`src/rtl/xm_stage.sv`:
```
// xm_stage: execute -> memory pipeline boundary.
// Non-branch instructions are resolved into {rd, result, store_data, wren}
// records held in a 2-entry skid FIFO. Taken branches do not enter the FIFO;
// they raise a one-cycle registered redirect pulse instead.
// Optional feature macro: XM_EXCEPTION_EN. When it is defined, an ALU
// overflow on add, sub or addi is rewritten to a write of a cause code into
// r30. When it is undefined, alu_ovf is ignored.
module xm_stage (
    input  logic        clock,
    input  logic        reset,
    input  logic        in_valid,
    output logic        in_ready,
    input  logic [4:0]  in_opcode,
    input  logic [4:0]  in_aluop,
    input  logic [4:0]  in_rd,
    input  logic [31:0] in_target,
    input  logic [31:0] in_store_data,
    input  logic [31:0] alu_result,
    input  logic        alu_ne,
    input  logic        alu_lt,
    input  logic        alu_ovf,
    output logic        out_valid,
    input  logic        out_ready,
    output logic [4:0]  out_rd,
    output logic [31:0] out_result,
    output logic [31:0] out_store_data,
    output logic        out_wren,
    output logic        redirect_valid,
    output logic [31:0] redirect_pc
);

    localparam logic [4:0] OP_RTYPE = 5'b00000;
    localparam logic [4:0] OP_ADDI  = 5'b00101;
    localparam logic [4:0] OP_BNE   = 5'b00010;
    localparam logic [4:0] OP_BLT   = 5'b00110;
    localparam logic [4:0] OP_SW    = 5'b00111;
    localparam logic [4:0] OP_LW    = 5'b01000;

    localparam logic [4:0] ALU_ADD  = 5'b00000;
    localparam logic [4:0] ALU_SUB  = 5'b00001;

    // Register that receives the overflow cause code.
    localparam logic [4:0] EXC_RD   = 5'd30;

    typedef struct packed {
        logic [4:0]  rd;
        logic [31:0] result;
        logic [31:0] store_data;
        logic        wren;
    } entry_t;

    // Two storage slots, a write and a read pointer, and an occupancy count.
    entry_t      slot_reg [2];
    logic        wr_ptr_reg;
    logic        rd_ptr_reg;
    logic [1:0]  count_reg;

    logic        redirect_valid_reg;
    logic [31:0] redirect_pc_reg;

    // Decoded view of the incoming instruction.
    logic        is_rtype;
    logic        is_addi;
    logic        is_bne;
    logic        is_blt;
    logic        is_sw;
    logic        is_lw;
    logic        is_branch;
    logic        taken;
    entry_t      entry_next;

    logic        accept;
    logic        push;
    logic        pop;
    entry_t      head;

    // Opcode decode and branch resolution.
    always_comb begin
        is_rtype  = (in_opcode == OP_RTYPE);
        is_addi   = (in_opcode == OP_ADDI);
        is_bne    = (in_opcode == OP_BNE);
        is_blt    = (in_opcode == OP_BLT);
        is_sw     = (in_opcode == OP_SW);
        is_lw     = (in_opcode == OP_LW);
        is_branch = is_bne | is_blt;
        taken     = (is_bne & alu_ne) | (is_blt & alu_lt);
    end

`ifdef XM_EXCEPTION_EN
    // Build the FIFO record, substituting a cause code on arithmetic overflow.
    always_comb begin
        entry_next.rd         = in_rd;
        entry_next.result     = alu_result;
        entry_next.store_data = is_sw ? in_store_data : 32'd0;
        entry_next.wren       = is_rtype | is_addi | is_lw;
        if (alu_ovf) begin
            if (is_rtype && in_aluop == ALU_ADD) begin
                entry_next.rd     = EXC_RD;
                entry_next.result = 32'd1;
                entry_next.wren   = 1'b1;
            end else if (is_addi) begin
                entry_next.rd     = EXC_RD;
                entry_next.result = 32'd2;
                entry_next.wren   = 1'b1;
            end else if (is_rtype && in_aluop == ALU_SUB) begin
                entry_next.rd     = EXC_RD;
                entry_next.result = 32'd3;
                entry_next.wren   = 1'b1;
            end
        end
    end
`else
    // The overflow flag and ALU sub-opcode have no effect without the
    // exception remap; fold them into a constant-zero term so they stay
    // connected without influencing the record.
    logic idle_inputs_zero;
    assign idle_inputs_zero = &{1'b0, alu_ovf, in_aluop, EXC_RD, ALU_ADD, ALU_SUB};

    // Build the FIFO record straight from the ALU outcome.
    always_comb begin
        entry_next.rd         = in_rd;
        entry_next.result     = alu_result;
        entry_next.store_data = is_sw ? in_store_data : 32'd0;
        entry_next.wren       = is_rtype | is_addi | is_lw | idle_inputs_zero;
    end
`endif

    // Handshake: in_ready depends only on registered occupancy, never on out_ready.
    always_comb begin
        in_ready  = (count_reg != 2'd2);
        out_valid = (count_reg != 2'd0);
        accept    = in_valid & in_ready;
        push      = accept & ~is_branch;
        pop       = out_valid & out_ready;
        head      = slot_reg[rd_ptr_reg];
    end

    // Head entry drives the outputs; everything reads zero while empty.
    always_comb begin
        out_rd         = out_valid ? head.rd         : 5'd0;
        out_result     = out_valid ? head.result     : 32'd0;
        out_store_data = out_valid ? head.store_data : 32'd0;
        out_wren       = out_valid ? head.wren       : 1'b0;
        redirect_valid = redirect_valid_reg;
        redirect_pc    = redirect_pc_reg;
    end

    // Slot storage: only the slot under the write pointer is loaded on a push.
    // Contents need no reset because outputs are masked by out_valid.
    always_ff @(posedge clock) begin
        for (int i = 0; i < 2; i++) begin
            if (!reset && push && (wr_ptr_reg == 1'(i))) begin
                slot_reg[i] <= entry_next;
            end
        end
    end

    // Pointers and occupancy; reset discards any buffered entries.
    always_ff @(posedge clock) begin
        if (reset) begin
            wr_ptr_reg <= 1'b0;
            rd_ptr_reg <= 1'b0;
            count_reg  <= 2'd0;
        end else begin
            if (push) begin
                wr_ptr_reg <= ~wr_ptr_reg;
            end
            if (pop) begin
                rd_ptr_reg <= ~rd_ptr_reg;
            end
            case ({push, pop})
                2'b10:   count_reg <= count_reg + 2'd1;
                2'b01:   count_reg <= count_reg - 2'd1;
                default: count_reg <= count_reg;
            endcase
        end
    end

    // One-cycle redirect pulse for each accepted taken branch.
    always_ff @(posedge clock) begin
        if (reset) begin
            redirect_valid_reg <= 1'b0;
            redirect_pc_reg    <= 32'd0;
        end else if (accept && taken) begin
            redirect_valid_reg <= 1'b1;
            redirect_pc_reg    <= in_target;
        end else begin
            redirect_valid_reg <= 1'b0;
            redirect_pc_reg    <= 32'd0;
        end
    end

endmodule

```
`config.mk`:
```
export PLATFORM = sky130hd
export DESIGN_NAME = xm_stage
export DESIGN_NICKNAME = d
export VERILOG_FILES = /design/src/rtl/xm_stage.sv
export SDC_FILE = /design/constraint.sdc
export NUM_CORES = 1
export LEC_CHECK = 0
export ABC_CLOCK_PERIOD_IN_PS = 10800
export CORE_MARGIN = 2
export CORE_UTILIZATION = 46
export CTS_BUF_LIST = sky130_fd_sc_hd__clkbuf_4 sky130_fd_sc_hd__clkbuf_8 sky130_fd_sc_hd__clkbuf_16
export DETAILED_ROUTE_END_ITERATION = 10
export PLACE_DENSITY = 0.9
export SLEW_MARGIN = 40
export SYNTH_ARGS = -nofsm -noshare
export SYNTH_HDL_FRONTEND = slang
export SYNTH_SLANG_ARGS = --single-unit
```
`constraint.sdc`:
```
create_clock -name clock -period 10.8 [get_ports clock]
set_clock_uncertainty 0.1 [all_clocks]
set_input_delay 2.16 -clock clock [delete_from_list [all_inputs] [get_ports clock]]
set_output_delay 2.16 -clock clock [all_outputs]
set_load 0.01 [all_outputs]
```
# After elaboration in Yosys (flattened, before gate mapping)
# Memory sizes are Yosys's and may differ from the RTL's. A register that Yosys moved wholly into a read port is not among the register bits.
# Cells that the tools add are included.
# W data, S select, Z words.
dict set report classes {
  n_addsub 2
  n_bitwise 13
  n_reduce_logical 10
  shift 0
  n_lt_le_gt_ge 0
  mul 0
  div_mod_pow 0
  n_eq_ne 8
  n_mux 16
}
# op count
set op_table {}
lappend op_table {{$mux W32} 3}
lappend op_table {{$mux W70} 1}
lappend op_table {{$reduce_or A70 Y1} 1}
lappend op_table {{$eq A5 B3 Y1 const B} 3}
lappend op_table {{$mux W1} 10}
lappend op_table {{$and A1 B1 Y1} 5}
lappend op_table {{$eq A5 B2 Y1 const B} 1}
lappend op_table {{$eq A5 B4 Y1 const B} 1}
lappend op_table {{$logic_not A5 Y1} 1}
lappend op_table {{$mux W5} 1}
lappend op_table {{$logic_and A1 B1 Y1} 4}
lappend op_table {{$not A1 Y1} 4}
lappend op_table {{$or A1 B1 Y1} 4}
lappend op_table {{$pmux W2 S2} 1}
lappend op_table {{$reduce_bool A2 Y1} 2}
lappend op_table {{$add A2 B1 Y2 const B} 1}
lappend op_table {{$eq A2 B1 Y1 const B} 1}
lappend op_table {{$eq A2 B2 Y1 const B} 1}
lappend op_table {{$ne A2 B2 Y1 const B} 1}
lappend op_table {{$reduce_or A2 Y1} 1}
lappend op_table {{$sub A2 B1 Y2 const B} 1}
lappend op_table {{$logic_not A1 Y1} 1}
dict set report totals {
  mem_bits_ro 0
  in_bits 118
  elab_cells 55
  ram_bits 140
  reg_bits 37
  memories 1
  latchBits 0
}
# name depth width read_ports rd_clocked_by_memory_dff wr line
set memory_table {}
lappend memory_table {slot_reg 2 70 1 1 1 53} ;# entry_t slot_reg [2];

# Depth between registers and ports, before layout
dict set report depth {
  depth_word 10
  mapped_depth 7
}

# Least setup slack after synthesis
# OpenSTA, ideal clock, no wires.
dict set report synth_timing {
  path_kind {input to register}
  startpoint {in in_opcode[1]}
  endpoint {mem slot_reg[1][0] in the netlist's numbering (enable)}
  t_arrival_ns 9.216
  path_slack_ns 0.812
  n_path_buf 1
  path_stages 3
  setup_ns 0.672
  required_time_ns 10.028
  cell_sequence {or4b_1 > buf_6 > nor4bb_1}
}
dict set report synth_between {
  elab_chain_cells 10
  elab_cells_between_ends 15
  classes_between {eq/ne: 2; mux: 6; bitwise: 3; reduce/logical: 4}
}
# item line
set synth_lines {}
lappend synth_lines {{start, declared} 13} ;# input logic [4:0] in_opcode,
lappend synth_lines {{$eq A5 B2 Y1 or $eq A5 B3 Y1 (tied branches)} {81, 82}}
lappend synth_lines {{$or A1 B1 Y1 (*)} 85} ;# is_branch = is_bne | is_blt;
lappend synth_lines {{$not A1 Y1 (*)} 133} ;# push = accept & ~is_branch;
lappend synth_lines {{$and A1 B1 Y1 (*)} 133}
lappend synth_lines {{$logic_and A1 B1 Y1 (*)} 152} ;# if (!reset && push && (wr_ptr_reg == 1'(i))) begin
lappend synth_lines {{$logic_and A1 B1 Y1} 152}
lappend synth_lines {{$mux W1} 152}
lappend synth_lines {{$mux W1 (implied by the code)} 153} ;# slot_reg[i] <= entry_next;
lappend synth_lines {{$reduce_or A70 Y1 (no line)} n/a}
lappend synth_lines {{$mux W1 (no line)} n/a}
lappend synth_lines {{end, declared} 53}
# Every way passes the cells marked *; elsewhere a longest branch is shown, timed or not.

==> impl_metrics.env <==
export IMPL_syn_area_sq_um=6900
export IMPL_tns_ns=0
export IMPL_synth_ff_type="edfxtp_1"
export IMPL_start_util_pct=47.3
export IMPL_synth_xor_area_share_pct=0.381
export IMPL_yosys_top_cells_count="edfxtp_1 (140), nor2_1 (77), mux2i_1 (70)"
export IMPL_max_slew_margin_pct=49.7
export IMPL_final_layout_size_suffix_gt1_share_pct=10.6
export IMPL_fmax_mhz=201
export IMPL_grt_ovfl_total=0
export IMPL_h_tree_depth=4
export IMPL_synthMuxAreaShare_pct=10.5
export IMPL_drt_iter0_drc=234
export IMPL_leakagePower_nw=3.41
export IMPL_period_needed_ns=4.98
export IMPL_synth_simple_area_share_pct=12.8
export IMPL_synth_top_area_share_pct=60.9
export IMPL_path_clk_slew_ns=0.06
export IMPL_crit_type="reg -> out"
export IMPL_die_h_microns=126
export IMPL_portBuffers=216
export IMPL_synth_edf_count=140
export IMPL_gp_congestion=0.754
export IMPL_cp_required_ns=8.54
export IMPL_crit_slowest_cell="buf_4"
export IMPL_core_sq_um=14600
export IMPL_synth_cell_types=28
export IMPL_rr_worst_depth=4
export IMPL_largest_reg_flops=140
export IMPL_num_antenna_cells=0
export IMPL_synth_compound_area_share_pct=0.290
export IMPL_cts_hold_buffers_added=0
export IMPL_dr_pass1_iters=4
export IMPL_fin_crit_sh_pct=46.1
export IMPL_cts_tree="built"
export IMPL_hold_ws_ns=0.435
export IMPL_cp_start_kind="flop"
export IMPL_routed_wl_microns=14500
export IMPL_ys_seq_elements=178
export IMPL_cts_buffer_depth=2
export IMPL_cp_cell_sequence="buf_4 > mux2i_1 > nor2_1 > clkdlybuf4s50_1"
export IMPL_min_path_cells=2
export IMPL_rrSetupSlack_ns=8.60
export IMPL_grt_use_total_pct=18.5
export IMPL_setup_viol=0
export IMPL_grt_pass1_wl_microns=22800
export IMPL_clk_latency_ns=0.41
export IMPL_die_area_sq_um=16000
export IMPL_post_cts_buffers=0
export IMPL_cts_repair_resized=0
export IMPL_maxSlewViolCount=0
export IMPL_clock_sinks=178
export IMPL_grt_pass1_vias=4564
export IMPL_status="finished, final reports clean"
export IMPL_viasPerCell=4.91
export IMPL_drt_wirelength_per_cell_microns=16.4
export IMPL_syn_area_per_cell_sq_um=14.7
export IMPL_synth_adder_area_share_pct=0.181
export IMPL_dr_total_vias=4340
export IMPL_synthMostInstantiatedCell="edfxtp_1"
export IMPL_area_delta_synth_final_pct=42.5
export IMPL_io_pin_count=223
export IMPL_cellPowerDensity_nw_per_um2=215
export IMPL_yosysTopAreaCell="edfxtp_1"
export IMPL_rsz0062_at_grt="false"
export IMPL_antenna_found_initial=0
export IMPL_ys_seq_area_share_pct=71.9
export IMPL_end_kind="output pin"
export IMPL_worst_slew_pin_slew_ns=0.755
export IMPL_worstPathMaxFanout=43
export IMPL_drc=0
export IMPL_die_w_microns=126
export IMPL_final_nets=806
export IMPL_drtAntennaViolNets=0
export IMPL_synth_top_family_by_area="simple AND/OR/NAND/NOR gates"
export IMPL_root_buffer="clkbuf_16"
export IMPL_synth_area_leaders="edfxtp_1 (61%), dfxtp_1 (11%), mux2i_1 (10%)"
export IMPL_ys_async_sr_fraction_pct=0
export IMPL_hp_class="reg -> reg"
export IMPL_rows=44
export IMPL_place_detailed_hpwl_microns=9870
export IMPL_numCtsBuffers=17
export IMPL_maxCapViolCount=0
export IMPL_hold_viol_final=0
export IMPL_syn_nets=590
export IMPL_ys_warn_count=0
export IMPL_cp_slowest_stage_delay_ns=0.68
export IMPL_netlist_instances=471
export IMPL_grt_max_degree=57
export IMPL_critPathArrivalTime_ns=2.72
export IMPL_irDropWorstVdd_uv=99.3
==> per-stage QoR <==
step	setup slack [ns]	cell area (sq um)	utilization [%]	power [mW]	cells
final	5.82	9840	67.4	2.12	884
after global routing	5.68	9840	67.4	2.22	884
after CTS	5.80	9840	67.4	2.15	884
after detailed placement	6.04	9240	63.3	1.54	852
after global placement	5.77	9240	63.3	1.52	852
after floorplan	0.812	6900	-	1.18	471
==> logic make-up after synthesis <==
logic type	after synthesis
xor+xnor	3
mux	72
simple gates	153
compound gates	4
fa+ha+maj	1
flops	178
buf+inv	60
==> path summary, 6_finish.rpt <==
kind | startpoint | endpoint
max | flop | out_store_data[28]
min | rd_ptr_reg | rd_ptr_reg
max reg2reg | count_reg[0] | slot_reg[1][52]
min reg2reg | rd_ptr_reg | rd_ptr_reg
==> final cells by class <==
| cell class | instances | area [sq um] |
|---|---|---|
| Sequential cell | 178 | 4970 |
| Fill cell | 993 | 4750 |
| Timing Repair Buffer | 223 | 2210 |
| Multi-Input combinational cell | 233 | 1700 |
| Clock buffer | 21 | 455 |
| Tap cell | 184 | 230 |
| Clock inverter | 11 | 139 |
| Inverter | 34 | 128 |
==> critical path, delay by kind of cell (launching register included) <==
kind / cells / cell delay [ns]
muxes: 1 / 0.19
buffers and inverters: 2 / 1.25
DFF: 1 / 0.65
and+or+nand+nor: 1 / 0.14
==> cells in the final DEF (no fill, tap or decap), types with 2 or more instances in the layout <==
master / count
o21ai_0: 2
dfxtp_1: 37
bufinv_16: 3
clkbuf_16: 17
clkinv_4: 2
buf_4: 7
and2_1: 32
mux2i_1: 70
nor3_1: 4
inv_1: 34
nor3_2: 30
clkinvlp_4: 2
clkdlybuf4s50_1: 216
clkinv_1: 3
a21oi_1: 2
nor2_1: 76
nor2b_1: 2
xor2_1: 2
clkbuf_4: 4
edfxtp_1: 140
==> metal layers <==
metal	vias to the layer above	global-route usage (%)	routed length, microns
met1	2078	20.8	5550
met4	0	6.98	239
met2	170	32.0	7400
met3	20	7.17	1290
li1	2072	-	-
met5	-	0	0
==> report_power, final <==
part	total (mW)	leakage [nW]	switching [mW]	internal, mW
clock network	0.608	0.287	0.236	0.372
registers	0.833	1.58	0.0374	0.795
logic	0.679	1.54	0.322	0.356
total	2.12	3.41	0.596	1.52
Note: power is estimated with default switching activity, not from simulation.
